===== src/rtl/pipe_stage_buf.sv =====
// -----------------------------------------------------------------------------
// pipe_stage_buf
//
// Elastic pipeline stage placed between CPU pipeline stages. It holds up to
// DEPTH payloads in a circular buffer, exchanges them with valid/ready
// handshakes on both sides, squashes all buffered entries on a synchronous
// flush and counts upstream stall cycles for performance debug.
//
// Parameters
//   DATA_W  payload width in bits (1..256)
//   DEPTH   buffer entries, power of two, 2..16
//   CNT_W   stall counter width
//
// Ports
//   clk        main clock, all state updates on the rising edge
//   arst       asynchronous active-high reset
//   enable     global run enable; 0 freezes all state (flush still applies)
//   flush      synchronous squash of all buffered entries
//   in_valid   upstream has a payload
//   in_ready   stage can accept a payload (registered state and enable only)
//   in_data    upstream payload
//   out_valid  head entry is valid
//   out_ready  downstream accepts the head entry
//   out_data   head entry payload, zero when the buffer is empty
//   count      current occupancy (registered)
//   stall_cnt  saturating count of cycles with in_valid=1 and in_ready=0
//   stall_clr  synchronous clear of stall_cnt
// -----------------------------------------------------------------------------
module pipe_stage_buf #(
  parameter int DATA_W = 32,
  parameter int DEPTH  = 2,
  parameter int CNT_W  = 16
) (
  input  logic                       clk,
  input  logic                       arst,
  input  logic                       enable,
  input  logic                       flush,
  input  logic                       in_valid,
  output logic                       in_ready,
  input  logic [DATA_W-1:0]          in_data,
  output logic                       out_valid,
  input  logic                       out_ready,
  output logic [DATA_W-1:0]          out_data,
  output logic [$clog2(DEPTH+1)-1:0] count,
  output logic [CNT_W-1:0]           stall_cnt,
  input  logic                       stall_clr
);

  localparam int PTR_W = $clog2(DEPTH);
  localparam int OCC_W = $clog2(DEPTH+1);

  localparam logic [OCC_W-1:0] OCC_FULL  = OCC_W'(DEPTH);
  localparam logic [CNT_W-1:0] STALL_MAX = '1;

  logic [DATA_W-1:0] mem [DEPTH];
  logic [PTR_W-1:0]  wr_ptr;
  logic [PTR_W-1:0]  rd_ptr;

  logic push;
  logic pop;
  logic stall;

  // Handshake signals are derived from registered occupancy only, so there is
  // no combinational path from out_ready to in_ready. A full buffer therefore
  // refuses a push even while it is popping; in_ready rises one cycle later.
  assign in_ready  = enable & (count != OCC_FULL);
  assign out_valid = enable & (count != '0);
  assign out_data  = (count != '0) ? mem[rd_ptr] : '0;

  // Both strobes already include enable, so enable=0 blocks every update
  // below except flush.
  assign push  = in_valid & in_ready;
  assign pop   = out_valid & out_ready;
  assign stall = enable & in_valid & ~in_ready;

  // Pointers and occupancy. DEPTH is a power of two, so the pointers wrap
  // modulo DEPTH by plain binary overflow.
  // NOTE: state registers use non-blocking assignments so every flop samples
  // the pre-edge values of the others, independent of block ordering.
  always_ff @(posedge clk or posedge arst) begin
    if (arst) begin
      wr_ptr <= '0;
      rd_ptr <= '0;
      count  <= '0;
    end else if (flush) begin
      // Flush wins over any push/pop in the same cycle.
      wr_ptr <= '0;
      rd_ptr <= '0;
      count  <= '0;
    end else begin
      if (push) begin
        wr_ptr <= wr_ptr + PTR_W'(1);
      end
      if (pop) begin
        rd_ptr <= rd_ptr + PTR_W'(1);
      end
      unique case ({push, pop})
        2'b10:   count <= count + OCC_W'(1);
        2'b01:   count <= count - OCC_W'(1);
        default: count <= count;
      endcase
    end
  end

  // Payload storage. Flush leaves the contents in place; the zeroed pointers
  // and count make them unreachable.
  // NOTE: the storage array is reset here because reset must also present
  // zeros on every entry; without that requirement it would be left
  // unreset so it can map onto plain (non-resettable) flops or RAM.
  always_ff @(posedge clk or posedge arst) begin
    if (arst) begin
      for (int i = 0; i < DEPTH; i++) begin
        mem[i] <= '0;
      end
    end else if (push && !flush) begin
      mem[wr_ptr] <= in_data;
    end
  end

  // Upstream stall counter: saturating, clear has priority over increment,
  // frozen while enable=0, untouched by flush.
  always_ff @(posedge clk or posedge arst) begin
    if (arst) begin
      stall_cnt <= '0;
    end else if (enable) begin
      if (stall_clr) begin
        stall_cnt <= '0;
      end else if (stall && (stall_cnt != STALL_MAX)) begin
        stall_cnt <= stall_cnt + CNT_W'(1);
      end
    end
  end

endmodule


===== config.mk =====
export PLATFORM = sky130hd
export DESIGN_NAME = pipe_stage_buf
export DESIGN_NICKNAME = d
export VERILOG_FILES = /design/src/rtl/pipe_stage_buf.sv
export SDC_FILE = /design/constraint.sdc
export NUM_CORES = 1
export LEC_CHECK = 0
export BUFFER_PORTS_ARGS = -buffer_cell sky130_fd_sc_hd__buf_2
export CAP_MARGIN = 20
export CORE_AREA = 5 5 94 96
export DETAILED_ROUTE_END_ITERATION = 6
export DIE_AREA = 0 0 99 101
export PLACE_DENSITY = 0.89
export SLEW_MARGIN = 20
export SYNTH_ARGS = -nofsm -noshare
export SYNTH_HDL_FRONTEND = slang
export SYNTH_SLANG_ARGS = --single-unit

===== constraint.sdc =====
create_clock -name clk -period 4.14 [get_ports clk]
set_input_delay 1.242 -clock clk [delete_from_list [all_inputs] [get_ports clk]]
set_output_delay 1.242 -clock clk [all_outputs]
set_load 0.05 [all_outputs]

Yosys cells after proc, flatten, opt, wreduce, memory -nomap -nowiden
Index checks and enable logic that the tools add are counted.
{"block": "word_totals", "latchBits": 0, "ram_bits": 0, "wordCells": 52, "reg_bits": 84, "mem_bits_ro": 0, "memories": 0}
{"block": "classes", "multipliers": 0, "n_eq_ne": 4, "reduce_logical": 10, "addsub": 5, "div": 0, "shifts": 0, "n_lt_le_gt_ge": 3, "muxes": 15, "n_bitwise": 9}
{"operator": "$mux W32", "count": 5}
{"operator": "$bwmux W64", "count": 1}
{"operator": "$demux W32 S1", "count": 1}
{"operator": "$mux W16", "count": 2}
{"operator": "$add A16 B1 Y16 const B", "count": 1}
{"operator": "$ne A16 B16 Y1 const B", "count": 1}
{"operator": "$reduce_bool A2 Y1", "count": 4}
{"operator": "$and A1 B1 Y1", "count": 6}
{"operator": "$ge A2 B2 Y1 const B", "count": 2}
{"operator": "$mux W1", "count": 4}
{"operator": "$not A1 Y2", "count": 2}
{"operator": "$pmux W2 S2", "count": 1}
{"operator": "$logic_and A1 B1 Y1", "count": 3}
{"operator": "$reduce_bool A3 Y1", "count": 1}
{"operator": "$add A1 B1 Y1 const B", "count": 2}
{"operator": "$add A2 B1 Y2 const B", "count": 1}
{"operator": "$eq A2 B1 Y1 const B", "count": 1}
{"operator": "$eq A2 B2 Y1 const B", "count": 1}
{"operator": "$lt A2 B1 Y1 const B", "count": 1}
{"operator": "$mux W2", "count": 1}
{"operator": "$ne A2 B2 Y1 const B", "count": 1}
{"operator": "$reduce_and A2 Y1", "count": 1}
{"operator": "$sub A2 B1 Y2 const B", "count": 1}
{"operator": "$logic_not A1 Y1", "count": 1}
{"operator": "$not A1 Y1", "count": 1}

Longest topological paths before layout
{"block": "depth", "depth_word": 7, "depth_mapped": 6}

Worst setup path before layout
OpenSTA, ideal clock, no wires.
{"block": "synth_timing", "path_kind": "input -> output", "from": "input enable", "to": "output out_valid", "required_time_ns": 2.898, "path_stages": 3, "setup_slack_ns": 0.696, "arrival_time_ns": 2.202, "cell_sequence": "buf_2 > inv_1 > nor2_1"}
{"block": "synth_between", "elab_chain_cells": 1}
{"element": "start: declaration", "line": "36", "rtl": "input logic enable,"}
{"element": "$and A1 B1 Y1", "line": "67", "rtl": "assign out_valid = enable & (count != '0);"}
{"element": "end: declaration", "line": "41", "rtl": "output logic out_valid,"}
Every way passes these cells.

Worst setup path after layout
{"block": "layout_timing", "from": "register count[0]", "to": "output out_data[8]"}
{"block": "layout_between", "elab_chain_cells": 2}
{"element": "start: declaration", "line": "44", "rtl": "output logic [$clog2(DEPTH+1)-1:0] count,"}
{"element": "start signal: assignment", "line": "98", "rtl": "2'b10: count <= count + OCC_W'(1);"}
{"element": "start signal: assignment", "line": "99", "rtl": "2'b01: count <= count - OCC_W'(1);"}
{"element": "start signal: assignment", "line": "100", "rtl": "default: count <= count;"}
{"element": "$reduce_bool A2 Y1", "line": "68", "rtl": "assign out_data = (count != '0) ? mem[rd_ptr] : '0;"}
{"element": "$mux W32", "line": "68"}
{"element": "end: declaration", "line": "43", "rtl": "output logic [DATA_W-1:0] out_data,"}
Every way passes these cells.

==> impl_metrics.py <==
metrics = {
    "worst_setup_path": {
        "required_ps": 2900,
        "arrival_ps": 2070,
        "startpoint_type": "flop",
        "r2r_cells": 5,
        "cp_max_fo": 20,
        "critPathLaunch": "count[0]",
        "worst-setup-path-type": "reg -> out",
        "r2r_start": "count[0]",
        "end_kind": "output port",
        "regToRegSetupSlack_ps": 1770,
        "r2r_end": "mem[13]",
    },
    "cts": {
        "worstSkewPairLatency_ps": 340,
        "htree_levels": 3,
        "cts_tree": "yes",
        "cts_resized": 0,
        "clk_pin_slew_ps": 70,
        "clockRootBuffer": "clkbuf_8",
        "cts_max_path_buffers": 2,
        "numCtsBuffers": 9,
        "clock_sinks": 84,
        "postCtsSetupBuffers": 0,
        "hold_buffers": 0,
    },
    "logic_synthesis": {
        "synth_edf_count": 0,
        "synth_xor_area_share_pct": 0.631,
        "avgSynthCellArea_sq_um": 12.2,
        "synthSimpleGateAreaFrac_pct": 14.3,
        "yosysSeqAreaShare_pct": 50.5,
        "netlist_top_cells_area": "dfrtp_1 50%, mux2_1 17%, mux2i_1 8.4%, nor2_1 3.7%, buf_2 1.1%",
        "ys_top_cells_by_count": "84 x dfrtp_1, 64 x mux2_1, 41 x nor2_1",
        "synthesis.area_sq_mm": 0.00416,
        "ys_warn_count": 0,
        "synth_nets": 382,
        "async_flop_share_pct": 100,
        "synth-adder-area-share_pct": 0.300,
        "synth_mux_area_share_pct": 26.0,
        "synthCells": 342,
        "synth_largest_area_cell": "dfrtp_1",
        "ys.flop_type": "dfrtp_1",
        "netlist.area_leader.share_pct": 50.5,
        "synth-seq-cells": 84,
        "synth_cell_types": 51,
        "synth-compound-area-share_pct": 5.44,
        "yosysMostFrequentCell": "dfrtp_1",
        "synth_top_family_by_area": "multiplexers",
    },
    "die": {
        "rows": 33,
        "pin_count": 91,
        "dieArea_sq_mm": 0.0100,
        "core_sq_mm": 0.00797,
        "start_util_pct": 52.3,
        "die_w_microns": 99,
        "die_h_microns": 101,
    },
    "final_layout": {
        "area_growth_pct": 17.4,
        "fin_area_sq_mm": 0.00489,
        "fill_cells": 651,
        "layout.nets": 470,
        "antenna_cells": 0,
        "drive_gt1_share_pct": 28.7,
    },
    "detailed_routing": {
        "num_vias": 3000,
        "wl_per_cell_microns": 16.2,
        "first_pass_iters": 4,
        "postRouteWirelength_microns": 8750,
        "ant_nets": 0,
        "viasPerCell": 5.56,
        "route.detailed.drc": 0,
        "first_iter_violations": 103,
    },
    "sta": {
        "fmaxAchievable_mhz": 302,
        "final_max_slew_viol_count": 0,
        "final.period_utilization_pct": 79.9,
        "rsz0062_at_grt": "false",
        "period_needed_ps": 3310,
        "fin_skew_ps": 11.7,
        "relSlewSlack_pct": 31.3,
        "final_hold_viol_count": 0,
        "fin_setup_tns_ps": 0,
        "setup_viol": 0,
        "worst_pin_slew_ps": 1030,
        "setup_ws_ps": 831,
    },
    "worst_hold_path": {
        "worstHoldPathType": "reg -> reg",
        "whs_path_depth": 1,
        "min_to": "mem[46]",
        "min_from": "mem[46]",
    },
    "power": {
        "total_power_uw": 2080,
        "cellLeakagePower_uw": 0.00230,
        "ir_worst_vdd_mv": 0.253,
        "power_density_mw_per_mm2": 425,
    },
    "placement": {
        "gp_congestion": 0.801,
        "placed_area_sq_mm": 0.00470,
        "dpl.hpwl_microns": 6130,
        "io_buffer_count": 90,
        "place_ws_ps": 906,
    },
    "global_routing": {
        "gr-usage-all-layers_pct": 18.0,
        "grt_pass1_wl_microns": 14700,
        "grt_max_degree": 59,
        "antenna_found_initial": 0,
        "grt_overflow_total": 0,
        "first_global_vias": 3080,
    },
    "flow_run": {
        "maxCapViolCount": 0,
    },
    "status": {
        "status": "finished clean",
    },
}
cells in the final DEF, fill, tap and decap left out, types with 4 or more instances in the layout:
| master | instances |
|---|---|
| buf_4 | 4 |
| nand4_1 | 4 |
| and4_1 | 4 |
| mux2_1 | 64 |
| dfrtp_1 | 83 |
| nor3_1 | 4 |
| nand3_1 | 7 |
| nand2b_1 | 4 |
| mux2i_1 | 35 |
| clkbuf_8 | 12 |
| buf_2 | 90 |
| nor2_1 | 40 |
| nand2_1 | 12 |
state kept, by name, summed over array words and instances, names as in the netlist:
| name | flops |
|---|---|
| rd_ptr | 1 |
| wr_ptr | 1 |
| stall_cnt | 16 |
| count | 2 |
| mem | 64 |
power by group:
group          switching, uW  internal [uW]  leakage [uW]
clock network            279            267     0.0000917
registers               95.1            992       0.00106
logic                    263            180       0.00115
cell type report:
| class | count | area, sq um | area share, % |
|---|---|---|---|
| repair buffers | 95 | 500 | 10.2 |
| well taps | 105 | 131 | 2.69 |
| clock inverters | 3 | 20.0 | 0.410 |
| multi-input cells | 237 | 1950 | 39.9 |
| inverters | 3 | 13.8 | 0.282 |
| flip-flops and latches | 84 | 2100 | 43.0 |
| clock buffers | 13 | 169 | 3.46 |
kinds of logic (layout without fill, tap and decap cells):
logic type | after synthesis | after routing
simple gates | 104 | 104
mux | 100 | 100
flops | 84 | 84
compound gates | 29 | 29
buf+inv | 21 | 114
xor+xnor | 3 | 3
fa+ha+maj | 1 | 1
worst max-delay path, cell delays in order (launching register included):
cell and delay, ps:
dfrtp_1 480, nor2_2 560, buf_4 370, nor2_1 100
buf_2 220
how the worst max path moves through the flow:
stage | endpoint | slack [ps] | cells after the start
2_1_floorplan | out_valid | 700 | 3
5_1_grt | out_data[6] | 690 | 4
6_report | out_data[8] | 830 | 4
4_1_cts | out_data[6] | 790 | 4
3_5_place_dp | out_valid | 910 | 4
3_3_place_gp | out_valid | 910 | 4
layer usage:
layer  share of wire [%]  global-route usage (%)  up-vias
li1                    -                       -     1419
met1                  43                    22.7     1506
met2                  52                    31.5       66
met3                 4.2                    2.98        9
met4                 1.2                    5.99        0
met5                   0                       0        -
stage by stage:
stage	hold WS (ps)	utilization [%]	std cells
6_report	487	61.3	540
5_1_grt	502	61.3	540
4_1_cts	492	61.3	540
3_5_place_dp	474	59.0	524
3_3_place_gp	466	59.0	524
2_1_floorplan	457	-	342
Note: power is estimated with default switching activity, not from simulation.
